`config.mk`:
```
export PLATFORM = sky130hd
export DESIGN_NAME = gerador_vai_vem
export DESIGN_NICKNAME = d
export VERILOG_FILES = /design/src/rtl/gerador_vai_vem_pkg.sv /design/src/rtl/gerador_vai_vem_contador_passo.sv /design/src/rtl/gerador_vai_vem.sv
export VERILOG_INCLUDE_DIRS = /design/src /design/src/rtl
export SDC_FILE = /design/constraint.sdc
export NUM_CORES = 1
export LEC_CHECK = 0
export BUFFER_PORTS_ARGS = -buffer_cell sky130_fd_sc_hd__buf_2
export CAP_MARGIN = 20
export CORE_MARGIN = 10
export CORE_UTILIZATION = 40
export DETAILED_ROUTE_END_ITERATION = 10
export SETUP_SLACK_MARGIN = 0.1
export SYNTH_ARGS = -nofsm -noshare
export SYNTH_HDL_FRONTEND = slang
export SYNTH_SLANG_ARGS = --single-unit
```
`constraint.sdc`:
```
create_clock -name clock -period 9.2 [get_ports clock]
set_input_delay 1.84 -clock clock [delete_from_list [all_inputs] [get_ports clock]]
set_output_delay 1.84 -clock clock [all_outputs]
set_load 0.02 [all_outputs]
```
`src/rtl/gerador_vai_vem_estados.vh`:
```
// State encodings of the vai/vem generator FSM, shared by RTL and bench.
`ifndef GERADOR_VAI_VEM_ESTADOS_VH
`define GERADOR_VAI_VEM_ESTADOS_VH
localparam logic [1:0] EST_OCIOSO = 2'd0;
localparam logic [1:0] EST_ESPERA = 2'd1;
localparam logic [1:0] EST_PASSO  = 2'd2;
localparam logic [1:0] EST_FIM    = 2'd3;
`endif

```
`src/rtl/gerador_vai_vem_pkg.sv`:
```
// Shared types for the vai/vem generator: FSM state type and target clamp helper.
package gerador_vai_vem_pkg;
`include "gerador_vai_vem_estados.vh"

   typedef enum logic [1:0] {
      ST_OCIOSO = EST_OCIOSO,
      ST_ESPERA = EST_ESPERA,
      ST_PASSO  = EST_PASSO,
      ST_FIM    = EST_FIM
   } estado_t;

   function automatic int unsigned satura(input int unsigned v, input int unsigned topo);
      return (v > topo) ? topo : v;
   endfunction
endpackage

```
`src/rtl/gerador_vai_vem_contador_passo.sv`:
```
// Step timer: counts modulo PASSO while conta=1, synchronous clear, fim at PASSO-1.
// Latency: fim is registered-count decode, zero extra cycles; backpressure: none.
module contador_passo #(
   parameter int PASSO = 50
) (
   input  logic clock,
   input  logic zera_s,
   input  logic limpa,
   input  logic conta,
   output logic fim
);
   localparam int W = (PASSO > 1) ? $clog2(PASSO) : 1;
   localparam logic [W-1:0] TOPO = W'(PASSO - 1);

   logic [W-1:0] cnt_q, cnt_d;

   always_comb begin
      cnt_d = cnt_q;
      if (limpa) begin
         cnt_d = '0;
      end else if (conta) begin
         cnt_d = (cnt_q == TOPO) ? '0 : cnt_q + 1'b1;
      end
   end

   always_ff @(posedge clock) begin
      if (zera_s) begin
         cnt_q <= '0;
      end else begin
         cnt_q <= cnt_d;
      end
   end

   assign fim = (cnt_q == TOPO);
endmodule

```
`src/rtl/gerador_vai_vem.sv`:
```
// Paces vai/vem pulses toward a clamped target, mirroring the downstream position.
// Latency: first pulse PASSO cycles after accept, then every PASSO+1; backpressure: none, iniciar ignored while ocupado.
module gerador_vai_vem
   import gerador_vai_vem_pkg::*;
#(
   parameter int M     = 100,
   parameter int N     = 7,
   parameter int PASSO = 50
) (
   input  logic         clock,
   input  logic         zera_s,
   input  logic         iniciar,
   input  logic [N-1:0] alvo,
   output logic         vai,
   output logic         vem,
   output logic [N-1:0] posicao,
   output logic         ocupado,
   output logic         pronto
);
   localparam logic [N-1:0] TOPO = N'(M - 1);

   estado_t      estado_q, estado_d;
   logic [N-1:0] alvo_q, alvo_d;
   logic [N-1:0] posicao_q, posicao_d;
   logic         t_limpa, t_conta, t_fim;
   logic         igual, maior;

   contador_passo #(.PASSO(PASSO)) u_contador_passo (
      .clock  (clock),
      .zera_s (zera_s),
      .limpa  (t_limpa),
      .conta  (t_conta),
      .fim    (t_fim)
   );

   assign igual = (posicao_q == alvo_q);
   assign maior = (alvo_q > posicao_q);

   always_comb begin
      estado_d  = estado_q;
      alvo_d    = alvo_q;
      posicao_d = posicao_q;
      t_limpa   = 1'b0;
      t_conta   = 1'b0;
      vai       = 1'b0;
      vem       = 1'b0;
      pronto    = 1'b0;
      ocupado   = 1'b1;
      case (estado_q)
         ST_OCIOSO: begin
            ocupado = 1'b0;
            t_limpa = 1'b1;
            if (iniciar) begin
               estado_d = ST_ESPERA;
               alvo_d   = N'(satura(32'(alvo), M - 1));
            end
         end
         ST_ESPERA: begin
            if (igual) begin
               estado_d = ST_FIM;
            end else if (t_fim) begin
               estado_d = ST_PASSO;
            end else begin
               t_conta = 1'b1;
            end
         end
         ST_PASSO: begin
            t_limpa  = 1'b1;
            estado_d = ST_ESPERA;
            // Bound guards keep the mirror saturating even if alvo_q were out of range
            if (maior && (posicao_q != TOPO)) begin
               vai       = 1'b1;
               posicao_d = posicao_q + 1'b1;
            end else if (!maior && (posicao_q != '0)) begin
               vem       = 1'b1;
               posicao_d = posicao_q - 1'b1;
            end
         end
         ST_FIM: begin
            pronto   = 1'b1;
            estado_d = ST_OCIOSO;
         end
         default: estado_d = ST_OCIOSO;
      endcase
   end

   always_ff @(posedge clock) begin
      if (zera_s) begin
         estado_q  <= ST_OCIOSO;
         alvo_q    <= '0;
         posicao_q <= '0;
      end else begin
         estado_q  <= estado_d;
         alvo_q    <= alvo_d;
         posicao_q <= posicao_d;
      end
   end

   assign posicao = posicao_q;
endmodule

```
# Word level (Yosys, flattened, before mapping)
# Cells that the tools add are included.
# totals
register_bits,22
out_inout_bits,11
# classes
add_sub_neg,3
magnitude_cmp,2
eq_ne,8
muxes,19
reduce_logical,11
# ops
op,n
7-bit two-way mux,3
1-bit two-way mux,11
2-bit case mux with 4 select lines,1
7-bit by 1-bit adder with 7-bit output (second input constant),1
7-bit == test,1
7-bit greater-than comparator,1
7-bit greater-than comparator (second input constant),1
7-bit != test (second input constant),1
7-bit nonzero test,1
7-bit by 1-bit subtractor with 7-bit output (second input constant),1
6-bit by 1-bit adder with 6-bit output (second input constant),1
6-bit == test (second input constant),1
2-bit two-way mux,3
6-bit two-way mux,1
2-bit AND reduction,3
2-bit == test (second input constant),2
2-bit OR reduction,2
3-bit != test (second input constant),1
2-bit by 1-bit == test with 1-bit output (second input constant),1
1-bit logical AND,2
2-bit logical NOT,1
2-bit != test (second input constant),1
2-bit nonzero test,1
1-bit logical NOT,1

# Longest topological paths before layout
# logic_depth
word_depth,6
depth_mapped,12
mapped_depth_nobuf,12

# By module
# A second synthesis with hierarchy kept.
# hier_totals
cells_unflattened,177
area_unflattened_um2,1453.9
# by_module_without_submodules
mod,n_inst,cells_per_inst,area_each_um2,seq_area_each_um2
gerador_vai_vem,1,137,1097.3,320.3
contador_passo,1,40,356.6,120.1

# Worst setup path before layout
# No wires, ideal clock.
# synth_timing
path_type,reg2out
from,"register posicao_q[6], in the netlist posicao[6]"
to,output vai
t_arrival_ns,1.905
t_required_ns,7.360
path_slack_ns,5.455
path_stages_with_launch,7
path_buffers,0
cell_sequence,dfxtp_1 inv_1 ha_1 a21oi_1 o21ai_0 o211ai_1 nor2_1
# synth_via
elab_chain_cells,4
# synth_lines
element,line,rtl
from (decl),gerador_vai_vem.sv:24,"logic [N-1:0] posicao_q, posicao_d;"
from (signal assigned),gerador_vai_vem.sv:95,posicao_q <= posicao_d;
7-bit greater-than comparator / 7-bit != test (equally long branches),"gerador_vai_vem.sv:37, gerador_vai_vem.sv:71",
1-bit logical AND *,gerador_vai_vem.sv:71,if (maior && (posicao_q != TOPO)) begin
1-bit two-way mux *,gerador_vai_vem.sv:71,
1-bit two-way mux *,gerador_vai_vem.sv:49,case (estado_q)
to (decl),gerador_vai_vem.sv:14,"output logic vai,"
# Mark *: on every way between the ends. The rest lies on a longest branch, timed or not.

# Worst setup path in the final report
# layout_timing
from,"register posicao_q[4], in the netlist posicao[4]"
to,output vai
# Same word-level chain as after synthesis.

==> results by group <==
STA
  • Slew @ Worst Pin: 0.738 ns
  • Final setup fails: 0
  • Period minus WS final: 4.27 ns
  • Worst hold slack: a little under 0.5 ns
  • Final period util: 0.464
  • Final Max Tran Viols: 0
  • Clock skew: just under 0.004 ns
  • RSZ-0062 raised after global routing: no
  • Max Freq: 234 MHz
  • Final-report hold violation count: 0
  • Setup TNS: 0 ns
  • Worst slew margin: 0.506

Setup path
  • Critical path, cell by cell: inv_1 > ha_1 > a21oi_1 > o21ai_0 > o211ai_1 > nor2_1 > buf_2
  • Startpoint types: flop
  • Crit. End Element: output pin
  • Worst setup startpoint: posicao[4]$_SDFFE_PP0P_
  • Cell count of the worst reg-to-reg path: 12
  • WP data required: around 7.4 ns
  • Critical R2R Capture: posicao[6]$_SDFFE_PP0P_
  • Slowest-stage cell, CP: o211ai_1
  • Max FO, Critical Path: 8
  • Arr. time, crit path: roughly 2.4 ns
  • Critical path's largest stage delay: 0.64 ns
  • Worst r2r src: posicao[4]$_SDFFE_PP0P_
  • WS Path Type: flop to output pin
  • FF-to-FF setup slack: 5.80 ns

Route
  • Drt wl/cell: ~13 um
  • Antenna-violating nets left: 0
  • Initial DRC count: 53
  • DRC Markers: 0
  • Drt via density: 5.23
  • Vias: between 1,000 and 1,500
  • DR pass1 iterations: 4
  • Final WL: 3060 um

Placed design
  • Port Buffers: 20
  • Routability Congestion: 0.876
  • Detailed Place HPWL: roughly 2400 um

Synthesis
  • Post-synthesis adder-cell area fraction: 0.143
  • Synth Area in Compound Gates: 0.171
  • Post-synthesis sequential area ratio: 0.322
  • Post-synthesis xor/xnor area fraction: 0.0640
  • Largest family of logic cells by synthesized area: simple AND/OR/NAND/NOR gates
  • Ys async rst share: 0
  • Post-synthesis register bit count: 22
  • Post-synthesis cell type count: 36
  • YS warnings: 0
  • Post-Synthesis Cells: approximately 170
  • Simple-gate area share of the yosys netlist: 0.231
  • Post-synth EDFFs: 0
  • Mean Syn Cell Area: 8.29 um^2
  • Post-synthesis mux area share: 0.0220
  • Mapped Area: 1370 um^2
  • Top FF cell, synth: dfxtp_1
  • Syn Nets: 190

Die
  • Die Ht: 78.5 um
  • Starting Density: 0.413
  • I/O pin count: 21
  • Die X: about 78 um
  • Core area: 3310 um^2
  • Die area: about 6200 um^2
  • Row Count: 21

Clocking
  • Sink Count: 22
  • Worst-skew pair later-pin latency: 0.31 ns
  • H-tree depth: 1
  • CTS Hold Bufs: 0
  • CTS max path bufs: 2
  • TritonCTS Buffers: 3
  • CTS tree: done
  • Clock transition at path regs: 0.12 ns
  • Post-CTS Setup Repair Bufs: 0
  • Post-cts resize count: 0
  • Clk root buf: clkbuf_4

Global routing
  • Initial antenna violation count: 0
  • Vias in the first global route: 1,201
  • Total track usage: 0.100
  • Pin count of the biggest net entering global routing: 17
  • GRT overflow: 0
  • First-pass GRT wire length: 5230 um

Power and ir drop
  • Overall Power: 310 uW
  • Leak pwr: 0.000681 uW
  • Maximum vdd drop: 76.7 uV
  • PD cells: 202 nW/um^2

Run status
  • Status: complete, no violations

Worst hold path
  • Hold WC Path Type: flop to flop
  • Hold EP: alvo_q[3]$_SDFFE_PP0P_
  • WHS Path Cells: 2
  • Worst hold path startpoint: alvo_q[3]$_SDFFE_PP0P_

Layout
  • Register area: 440 um^2
  • Commonest cells after routing, fill and taps aside: dfxtp_1 (22), nor2_1 (21), buf_2 (20), a21oi_1 (16), ha_1 (14)
  • Layout fillers: 353
  • Area delta synth->final: 12.3%
  • Ant diodes: 0
  • Final core occ: 0.464
  • NumNets Final: 210
  • Multi-input combinational cell area: 863 um^2
  • Share of post-route cells with drive strength above 1: 0.147
  • Commonest non-fill, non-tap cell in the layout: dfxtp_1

Run
  • Max-cap viol count: 0
logic make-up (layout without fill, tap and decap cells):
logic type | count (synthesis) | count (layout)
XOR/XNOR | 10 | 10
multiplexers | 3 | 3
AO/OA/AOI/OAI | 37 | 37
AND/OR/NAND/NOR | 63 | 63
adder cells (fa/ha/maj) | 15 | 15
buffers and inverters | 15 | 34
flip-flops | 22 | 22
critical path, delay by kind of cell (launching register included):
kind            cells  cell delay, ns
flops               1            0.45
buf+inv             2            0.26
simple gates        1            0.11
fa+ha+maj           1            0.32
compound gates      3            0.97
routing by layer:
layer  up-vias  part of all wire  GRT usage
met1       555              0.48      0.116
met3         4             0.039     0.0205
met2        19              0.47      0.175
li1        626                 -          -
met5         -                 0          0
met4         0            0.0098     0.0376
per-stage QoR:
step	instance area [um^2]	cells	setup WS, ns
6_report	1540	230	4.93
5_1_grt	1540	230	4.63
4_1_cts	1540	230	4.95
3_5_place_dp	1500	226	5.31
3_3_place_gp	1500	226	5.40
2_1_floorplan	1370	165	5.45
synth_stat cells, types with 4 or more instances:
cell type  instances  area share
dfxtp_1           22        0.32
nand4_1            5       0.023
a21oi_1           16       0.059
nor3_1             5       0.018
clkbuf_1           4       0.011
nor2_1            21       0.058
o21ai_0            4       0.015
nand3_1            5       0.018
a211oi_1           6       0.033
inv_1             10       0.027
nand2_1           12       0.033
ha_1              14        0.13
xor2_1             7       0.045
where the power goes:
| group | switching, uW | total, uW | internal (uW) |
|---|---|---|---|
| sequential | 9.00 | 111 | 102 |
| combinational | 87.2 | 144 | 56.9 |
| clock | 30.2 | 54.4 | 24.2 |
| total | 126 | 310 | 183 |
how the worst max path moves through the flow:
stage               end  cells after the start
floorplan           vai                      6
detailed placement  vai                      7
global placement    vai                      7
global route        vai                      7
finish              vai                      7
CTS                 vai                      7
final cells by class:
cell class / count / share of cell area
multi-input cells: 128 / 0.562
inverters: 10 / 0.0244
well taps: 46 / 0.0375
repair buffers: 20 / 0.0652
clock buffers: 4 / 0.0236
flip-flops and latches: 22 / 0.287
registers in the layout, indices dropped and copies added (netlist names):
name	cells
alvo_q	7
estado_q	2
posicao	7
u_contador_passo.cnt_q	6
No activity file was read; power rests on OpenSTA's default activity.
